`src/rtl/nn_softconvnode_bp.sv`:
```
// nn_softconvnode_bp: backward pass of the stochastic soft convolution node.
// Gates the incoming sign-magnitude error stream with the activation derivative,
// forwards per-input error streams to the previous layer, and accumulates signed
// weight/bias gradient counts over an L-cycle window, handed off via valid/ack.
// Optional build macro: NN_SOFTCONVNODE_BP_SAT_EN (saturating accumulators;
// default build wraps at width W).
module nn_softconvnode_bp #(
    parameter int unsigned N = 4,
    parameter int unsigned W = 10,
    parameter int unsigned L = 256
) (
    input  logic             CLK,
    input  logic             INIT,
    input  logic             delta,
    input  logic             SIGN_delta,
    input  logic             dz,
    input  logic [N-1:0]     a,
    input  logic [N-1:0]     alpha,
    input  logic [N-1:0]     SIGN_alpha,
    input  logic             START,
    input  logic             grad_ack,
    output logic [N-1:0]     delta_back,
    output logic [N-1:0]     SIGN_delta_back,
    output logic [N*W-1:0]   grad,
    output logic [W-1:0]     grad_b,
    output logic             grad_valid,
    output logic             busy
);

    // Window counter only has to hold L-1.
    localparam int unsigned CW = (L > 1) ? $clog2(L) : 1;

    localparam logic [1:0] S_IDLE  = 2'd0;
    localparam logic [1:0] S_ACCUM = 2'd1;
    localparam logic [1:0] S_HOLD  = 2'd2;

`ifdef NN_SOFTCONVNODE_BP_SAT_EN
    // Symmetric limits so a gradient never takes the unbalanced most-negative code.
    localparam logic [W-1:0] ACC_MAX = W'((1 << (W - 1)) - 1);
    localparam logic [W-1:0] ACC_MIN = ~ACC_MAX + W'(1);
`endif

    logic [1:0]            state_q, state_d;
    logic [CW-1:0]         win_cnt_q, win_cnt_d;
    logic [N-1:0][W-1:0]   acc_q, acc_d;
    logic [W-1:0]          acc_b_q, acc_b_d;
    logic [N-1:0][W-1:0]   grad_q, grad_d;
    logic [W-1:0]          grad_b_q, grad_b_d;
    logic                  grad_valid_q, grad_valid_d;
    logic                  busy_q, busy_d;
    logic [N-1:0]          delta_back_q;
    logic [N-1:0]          sign_back_q;

    logic                  de;
    logic [N-1:0][W-1:0]   acc_smp;
    logic [W-1:0]          acc_b_smp;

    // One +/-1 step of a gradient counter; neg selects the direction.
    function automatic logic [W-1:0] acc_step(input logic [W-1:0] v,
                                              input logic hit,
                                              input logic neg);
        logic [W-1:0] r;
        r = v;
        if (hit) begin
`ifdef NN_SOFTCONVNODE_BP_SAT_EN
            if (neg) begin
                if (v != ACC_MIN) r = v - W'(1);
            end else begin
                if (v != ACC_MAX) r = v + W'(1);
            end
`else
            r = neg ? (v - W'(1)) : (v + W'(1));
`endif
        end
        return r;
    endfunction

    // Effective error: error magnitude gated by the activation derivative.
    assign de = delta & dz;

    // Accumulator values including the current cycle's sample.
    always_comb begin
        for (int n = 0; n < int'(N); n++) begin
            acc_smp[n] = acc_step(acc_q[n], de & a[n], SIGN_delta);
        end
        acc_b_smp = acc_step(acc_b_q, de, SIGN_delta);
    end

    // Back-propagated error streams, one register stage, state independent.
    always_ff @(posedge CLK) begin
        if (!INIT) begin
            delta_back_q <= '0;
            sign_back_q  <= '0;
        end else begin
            delta_back_q <= {N{de}} & alpha;
            sign_back_q  <= {N{SIGN_delta}} ^ SIGN_alpha;
        end
    end

    // Control state and gradient registers.
    always_ff @(posedge CLK) begin
        if (!INIT) begin
            state_q      <= S_IDLE;
            win_cnt_q    <= '0;
            acc_q        <= '0;
            acc_b_q      <= '0;
            grad_q       <= '0;
            grad_b_q     <= '0;
            grad_valid_q <= 1'b0;
            busy_q       <= 1'b0;
        end else begin
            state_q      <= state_d;
            win_cnt_q    <= win_cnt_d;
            acc_q        <= acc_d;
            acc_b_q      <= acc_b_d;
            grad_q       <= grad_d;
            grad_b_q     <= grad_b_d;
            grad_valid_q <= grad_valid_d;
            busy_q       <= busy_d;
        end
    end

    // Next-state and registered-output decode for IDLE / ACCUM / HOLD.
    always_comb begin
        state_d      = state_q;
        win_cnt_d    = win_cnt_q;
        acc_d        = acc_q;
        acc_b_d      = acc_b_q;
        grad_d       = grad_q;
        grad_b_d     = grad_b_q;
        grad_valid_d = grad_valid_q;
        busy_d       = busy_q;

        case (state_q)
            S_IDLE: begin
                if (START) begin
                    acc_d        = '0;
                    acc_b_d      = '0;
                    win_cnt_d    = CW'(L - 1);
                    state_d      = S_ACCUM;
                    busy_d       = 1'b1;
                    grad_valid_d = 1'b0;
                end
            end
            S_ACCUM: begin
                acc_d   = acc_smp;
                acc_b_d = acc_b_smp;
                if (win_cnt_q == '0) begin
                    // Last sample of the window goes straight into the result.
                    grad_d       = acc_smp;
                    grad_b_d     = acc_b_smp;
                    state_d      = S_HOLD;
                    busy_d       = 1'b0;
                    grad_valid_d = 1'b1;
                end else begin
                    win_cnt_d = win_cnt_q - CW'(1);
                end
            end
            S_HOLD: begin
                if (grad_ack) begin
                    grad_valid_d = 1'b0;
                    if (START) begin
                        // Back-to-back window without an idle cycle.
                        acc_d     = '0;
                        acc_b_d   = '0;
                        win_cnt_d = CW'(L - 1);
                        state_d   = S_ACCUM;
                        busy_d    = 1'b1;
                    end else begin
                        state_d = S_IDLE;
                    end
                end
            end
            default: begin
                state_d      = S_IDLE;
                busy_d       = 1'b0;
                grad_valid_d = 1'b0;
            end
        endcase
    end

    assign delta_back      = delta_back_q;
    assign SIGN_delta_back = sign_back_q;
    assign grad            = grad_q;
    assign grad_b          = grad_b_q;
    assign grad_valid      = grad_valid_q;
    assign busy            = busy_q;

endmodule

```
`config.mk`:
```
export PLATFORM = sky130hd
export DESIGN_NAME = nn_softconvnode_bp
export DESIGN_NICKNAME = d
export VERILOG_FILES = /design/src/rtl/nn_softconvnode_bp.sv
export SDC_FILE = /design/constraint.sdc
export NUM_CORES = 1
export LEC_CHECK = 0
export ABC_AREA = 1
export CAP_MARGIN = 20
export CORE_AREA = 3 3 139 141
export DETAILED_ROUTE_END_ITERATION = 16
export DIE_AREA = 0 0 142 144
export PLACE_DENSITY = 0.59
export SYNTH_ARGS = -nofsm -noshare
export SYNTH_HDL_FRONTEND = slang
export SYNTH_SLANG_ARGS = --single-unit
```
`constraint.sdc`:
```
create_clock -name CLK -period 2.2 [get_ports CLK]
set_clock_uncertainty 0.15 [all_clocks]
set_input_delay 0.22 -clock CLK [delete_from_list [all_inputs] [get_ports CLK]]
set_output_delay 0.22 -clock CLK [all_outputs]
set_load 0.02 [all_outputs]
```
; Word level (Yosys, flattened, before mapping)
; Index checks and enable logic that the tools add are counted.
; Widths: inputs -> output; s select.
[totals]
ff_bits = 120
inputBits = 19
output_inout_bits = 60
word_cells = 81
[op_classes]
addsub = 11
n_eq_ne = 6
mux = 33
n_bitwise = 7
n_reduce_logical = 8
[op_table]
columns = operator, count
row1 = $mux 10, 12
row2 = $pmux 40 s3, 1
row3 = $mux 40, 2
row4 = $add 10x1->10 const B, 5
row5 = $sub 10x1->10 const B, 5
row6 = $pmux 10 s3, 1
row7 = $mux 8, 3
row8 = $pmux 8 s3, 1
row9 = $logic_not 8->1, 1
row10 = $ne 2x2->1 const B, 4
row11 = $sub 8x1->8 const B, 1
row12 = $mux 1, 7
row13 = $mux 2, 3
row14 = $pmux 1 s3, 2
row15 = $pmux 2 s3, 1
row16 = $reduce_and 2->1, 3
row17 = $reduce_and 3->1, 2
row18 = $and 1x1->1, 5
row19 = $and 4x4->4, 1
row20 = $xor 4x4->4, 1
row21 = $reduce_bool 3->1, 1
row22 = $eq 2x1->1 const B, 1
row23 = $eq 2x2->1 const B, 1
row24 = $logic_not 2->1, 1

; Longest topological paths before layout
; Gate-level depths: netlist of run 1.
[logic_depth]
depth_word = 4
ltp_mapped = 13
depth_no_buf = 13

; Worst setup path before layout of run 1
; No wires, ideal clock.
[synth_timing]
kind = register to register
startpoint = register win_cnt_q[0]
endpoint = register win_cnt_q[1]
setup_time_ns = 0.124
arrival_time_ns = 1.405
required_time_ns = 1.926
path_slack_ns = 0.521
stages_incl_launch_ff = 10
path_buffers = 0
period_less_slack_ns = 1.679
cell_sequence = dfxtp_1 > inv_1 > ha_1 > nand3_2 > nor2_4 > nand3_4 > nand2_2 > inv_1 > o21ai_0 > a31oi_1
[synth_between]
elab_chain_cells = 3
elab_cells_between_ends = 6
classes_between = 1 x add/sub / 1 x eq/ne / 2 x mux / 2 x reduce/logical
[synth_rtl]
columns = element, line
row1 = "start, declared", 44  ; logic [CW-1:0] win_cnt_q, win_cnt_d;
row2 = "start signal, assigned", 113  ; win_cnt_q <= win_cnt_d;
row3 = $sub 8x1->8 or $logic_not 8->1 (tied branches), "156, 148"
row4 = $mux 8 or $ne 2x2->1 (tied branches), --
row5 = $pmux 8 s3 or $reduce_and 3->1 (tied branches), --
; Parallel ways exist; a longest one is shown, timed or not. The select of a mux whose other input is x is not followed.
; A chain may end at the register's enable or synchronous reset.

; Final worst setup path of run 1
[layout_timing]
startpoint = register win_cnt_q[0]
endpoint = register grad_q (netlist bit grad[26])
[layout_between]
elab_chain_cells = 2
[layout_rtl]
columns = element, line
row1 = $logic_not 8->1, 148  ; if (win_cnt_q == '0) begin
row2 = $reduce_and 2->1 (no line), --
row3 = "end signal, assigned", 116  ; grad_q <= grad_d;
row4 = "end, declared", 47  ; logic [N-1:0][W-1:0] grad_q, grad_d;
; Every way passes these cells.

==> results of run 1 <==
==> synthesized netlist by cell type, types with 15 or more instances <==
cell      instances  area share, %
nand2_1         340             18
dfxtp_1         119             33
nand3_1         105            7.3
inv_1           102            5.3
a21oi_1         101            7.0
nor2_1           52            2.7
ha_1             41            7.1
o21ai_0          32            2.2
or2_2            31            2.7
xnor2_1          22            2.7
o21a_1           18            1.9
clkbuf_1         17           0.89
buf_2            15            1.0
==> layout make-up <==
type                            instances  area (µm²)
Fill cell                            1816        9170
Sequential cell                       119        2380
Clock buffer                           21         460
Clock inverter                          9         103
Inverter                              106         405
Timing Repair Buffer                  110        1070
Multi-Input combinational cell        807        4210
Tap cell                              229         287
==> metal layers <==
metal	track usage, %	share of wire (%)	vias up
met1	25.3	51	3126
met3	3.80	3.4	14
met2	28.9	45	88
li1	-	-	3680
met5	0	0	-
met4	5.71	1.1	0
==> cell families after synthesis <==
family                   Yosys count  share of synthesized area (%)
adder cells (fa/ha/maj)           46                           8.53
AO/OA/AOI/OAI                    184                           14.1
flip-flops                       119                           33.1
XOR/XNOR                          25                           3.05
buffers and inverters            145                           8.32
AND/OR/NAND/NOR                  552                           32.8
==> what timing repair did <==
action / CTS / global route
setup endpoints to repair: 0 / 12
resized for setup: 0 / 1
endpoints found under the hold margin: 0 / 0
==> critical path: stages, from the launching register on <==
cell	delay [ns]
dfxtp_1	0.29
inv_1	0.14
ha_1	0.24
nand3_2	0.12
nor2_4	0.14
nand3_4	0.13
inv_8	0.32
o21ai_0	0.13
a21o_1	0.18
inv_1	0.04
==> final timing paths <==
kind / to / startpoint
worst max register to register: grad[26] / win_cnt_q[0]
worst min-delay path: state_q[0] / INIT
worst max-delay path: grad[26] / win_cnt_q[0]
worst min register to register: grad[32] / grad[32]
==> stage by stage <==
stage	cells	area [µm²]	utilization, %
floorplan	1071	7190	-
detailed placement	1371	8360	46.2
CTS	1401	8920	49.3
global route	1401	8920	49.3
finish	1401	8920	49.3
global placement	1371	8360	46.2
==> registers in the layout, summed over array words and instances, names as in the netlist <==
register         cells
grad_b              10
acc_q               40
acc_b_q             10
busy                 1
delta_back           4
SIGN_delta_back      4
state_q              2
grad                40
win_cnt_q            8
==> power by group through the flow <==
stage | Clock, mW | Sequential, mW | Combinational (mW)
after floorplan | 0 | 2.38 | 0.605
after global placement | 0 | 2.34 | 0.960
after detailed placement | 0 | 2.34 | 0.960
after CTS | 2.76 | 2.30 | 0.965
after global routing | 2.86 | 2.31 | 1.07
final | 2.70 | 2.30 | 0.956
==> reports/metrics.cfg, run 1 <==
[yosys]
synth_area_per_cell_um2 = 6.71
syn-num-nets = 1136
synth-seq-area-share_pct = 33.1
yosys_warnings = 0
synth-seq-cells = 119
synth_ff_type = dfxtp_1
syn_inst = 1071
synthesis.area_um2 = 7190
synth_edf_count = 0
synth_cell_types = 37
synthArstFlopShare_pct = 0

[critical_path]
worstPathRequired_ns = 2.43
r2r_slack_ns = 0.23
ff2ff_path_depth = 9
end_kind = register
critPathKind = reg2reg
cp_max_fo = 70
critPathLaunchType = register
cp.arrival_ns = 2.20

[timing]
rsz0062_at_grt = no
fin_tns_setup_ns = 0
slew_headroom_pct = 64.0
slew_viol_final = 0
setup_viol = 0
finalHoldViolCount = 0
hold_ws_ns = 0.163
setup_ws_ns = 0.226
post-route-period-util_pct = 89.7
min_period_ns = 1.97
tightest_slew_ns = 0.540
fmax_mhz = 507

[pwr]
p_leak_nw = 4.08
p_total_mw = 5.96
ir_drop_uv = 534
clock_power_share_pct = 45.4
seq_power_share_pct = 38.6
p_sw_mw = 1.63
combPwrFrac_pct = 16.0
power.internal_mw = 4.32
powerDensity_nw_per_um2 = 668
swShare_pct = 27.4

[placement]
io_buffers = 78
gp_congestion = 0.830
hpwlAfterDp_mm = 12.5
dpl_worst_slack_ns = 0.0943

[cts]
post_cts_buffers = 0
htreeDepth = 4
cts_hold_buf = 0
clock_path_buffers = 2
insertion_delay_ns = 0.43
cts_sinks = 119
cts_tree = yes
cts-buffers-inserted = 17
cts_root_buf = clkbuf_16
clkSlewWorstSetupHoldPaths_ns = 0.06

[detailed_routing]
vias = 6908
firstDrtPassIters = 5
viasPerCell = 4.93
initialDrtViolationCount = 422
ant_nets = 0
drc_errors = 0
wl_per_cell_um = 12.9
routed_wl_mm = 18.1

[finish]
syn2layout_area_growth_pct = 24.1
antenna_cells = 0
finalNetCount = 1226
layout-drive-gt1-share_pct = 8.79
final_cell_mix = 340 x nand2_1, 119 x dfxtp_1, 105 x nand3_1
layout_commonest_cell = nand2_1

[floorplanning]
rows = 49
dieArea_um2 = 20400
die_w_um = 142
die_y_um = 144
ios = 79
start_util_pct = 39.8
coreArea_um2 = 18100

[global_routing]
gr-total-overflow = 0
grt_max_degree = 71
grt_pass1_wl_mm = 30.6
first_global_vias = 6272
grt_usage_pct = 18.3
antenna_found_initial = 0

[worst_hold_path]
whs_path_depth = 4
worstHoldPathType = in2reg

[run]
drv_cap = 0

[outcome]
status = finished, final reports clean

No activity file was read; power rests on OpenSTA's default activity.
==> run 2: changes to the inputs <==
TNS_END_PERCENT = 50   (was not set)
==> results of run 2 <==
The final DEF is identical to that of run 1; final timing and power are the same.
==> patch, RTL diff (config.mk and constraints of run 2) <==
The parameter `N` goes from 4 to 2.
--- a/src/rtl/nn_softconvnode_bp.sv
+++ b/src/rtl/nn_softconvnode_bp.sv
@@ -6,5 +6,5 @@
 // default build wraps at width W).
 module nn_softconvnode_bp #(
-    parameter int unsigned N = 4,
+    parameter int unsigned N = 2,
     parameter int unsigned W = 10,
     parameter int unsigned L = 256
Ports: changed (6 resized); port bits go from 79 to 49. The function was not compared with the original's and may differ.
==> patch against run 2 <==
  * Hold slack gained 0.088 ns
  * Non-clock buffer count fell by 15
  * Clock power is 39% lower
  * Sequential cell count is 44 lower
  * Worst setup slack improved by 0.022 ns
  * Cell area is 33% lower
  * Sequential share of layout area fell by 1.6 points
  * Synthesized area is 36% lower
  * Utilization shrank 16 points
  * Via count fell by 37%
  * Total power decreased by 36%
  * Sequential power down 37%
  * Routed wire length is 35% lower
  * Largest cell class unchanged
==> patch: results (changes against run 2) <==
** Status
- Status :: completed

** Synthesis
- The total nets after synthesis came to 737 (-35%).
- Yosys attributes the largest share of cell area to dfxtp_1 (32%), nand2_1 (17%), nand3_1 (7.0%).

** Drt
- Met3 wire len :: 402 um (-34%)
- Sum of routed wire segments on met1 :: 5770 um (-37%)
- The total via count after detailed routing is 4385 (-37%).
- First-pass DRT Iterations :: 4 (-1)
- First-iteration detailed-routing DRC count :: 189 (-55%)
- The total met2 wirelength after detailed routing is 5300 um (-35%).

** Final layout
- The number of filler instances in the final layout was 1934 (+6.5%).
- The share of post-route cells with drive strength above 1 was 13.1% (+4.3 points).
- Net count, final :: 818 (-33%)

** GRT
- The number of global-route vias before repair was 4285 (-32%).
- The fraction of met2 tracks used by global routing came to 20.0% (-8.9 points).
- The first-pass GRT wire length came to 19800 um (-35%).
- The global-route met1 utilization was 15.0% (-10 points).
- The met3 track demand over resource was 2.41% (-1.4 points).
- Tot GR Track Use :: 11.9% (-6.4 points)

** Worst setup path
- The slowest stage of the critical path belongs to the cell fa_1.
- Reg2Reg Setup Slack :: 0.25 ns (+0.02 ns)
- The data arrival time at the worst-slack endpoint was 2.04 ns (-0.16 ns).
- The delay of the slowest cell on the worst path was 0.43 ns (+0.11 ns).
- In this run the worst setup path terminates at acc_b_q[4].
- Peak fanout along the critical path :: 5 (-93%)

** Worst hold path
- The cell count of the worst hold path was 3 (-1).

** Clock tree
- Clock insertion delay at the later pin of the skew report :: 0.34 ns (-0.09 ns)
- Total clock buffers created by CTS :: 9 (-8)
- H-tree depth :: 3 (-1)

** Power
- Max rail drop VDD :: 0.332 mV (-38%)
- The static leakage was 2.81 nW (-31%).

** Placed design
- Placed insts :: 994 (-27%)
- The routability congestion estimate from global placement came to 0.819 (-1.3%).
- Post-DP HPWL :: 8240 um (-34%)
- Count of buffers from port buffering :: 48 (-38%)

** Timing
- Highest achievable clock rate :: 512 MHz (+1.1%)
==> patch: cell types whose count changed in the layout (fill, tap and decap cells not counted), sizes merged, moves of 7 or more <==
| cell | before | now |
|---|---|---|
| ha | 41 | 25 |
| a21oi | 101 | 60 |
| nand2 | 341 | 217 |
| buf | 34 | 46 |
| clkbuf | 21 | 11 |
| o21ai | 40 | 21 |
| o21a | 18 | 4 |
| clkdlybuf4s50 | 76 | 47 |
| or2 | 32 | 19 |
| nand3 | 107 | 66 |
| nor2 | 55 | 62 |
| dfxtp | 119 | 75 |
| xnor2 | 22 | 12 |
| inv | 106 | 82 |
==> patch: power by group <==
part           switching [mW]  internal (mW)  leakage [nW]
combinational           0.392          0.302          2.04
clock                   0.622           1.03         0.159
sequential             0.0467           1.42         0.610
total                    1.06           2.75          2.81
==> patch: stage by stage <==
step / power (mW) / hold slack, ns / util, % / instance area, um2 / TNS [ns]
global placement: 2.18 / 0.291 / 31.1 / 5630 / -5.68
detailed placement: 2.19 / 0.294 / 31.1 / 5630 / -6.45
CTS: 3.85 / 0.243 / 32.9 / 5960 / 0
finish: 3.81 / 0.251 / 33.1 / 5990 / 0
floorplan: 1.93 / 0.184 / - / 4620 / 0
global route: 4.00 / 0.268 / 33.1 / 5990 / 0
==> patch: final cells by class <==
type,count,area (um2),area share [%]
Clock inverter,5,86.3,1.44
Sequential cell,75,1500,25.1
Inverter,81,304,5.08
Tap cell,229,287,4.78
Multi-Input combinational cell,515,2670,44.6
Clock buffer,10,239,3.99
Timing Repair Buffer,95,903,15.1
==> patch: kinds of logic after synthesis <==
group / synth area share, %
AO/OA/AOI/OAI: 12.1
XOR/XNOR: 3.03
adder cells (fa/ha/maj): 8.07
buffers and inverters: 9.83
flip-flops: 32.5
AND/OR/NAND/NOR: 34.5
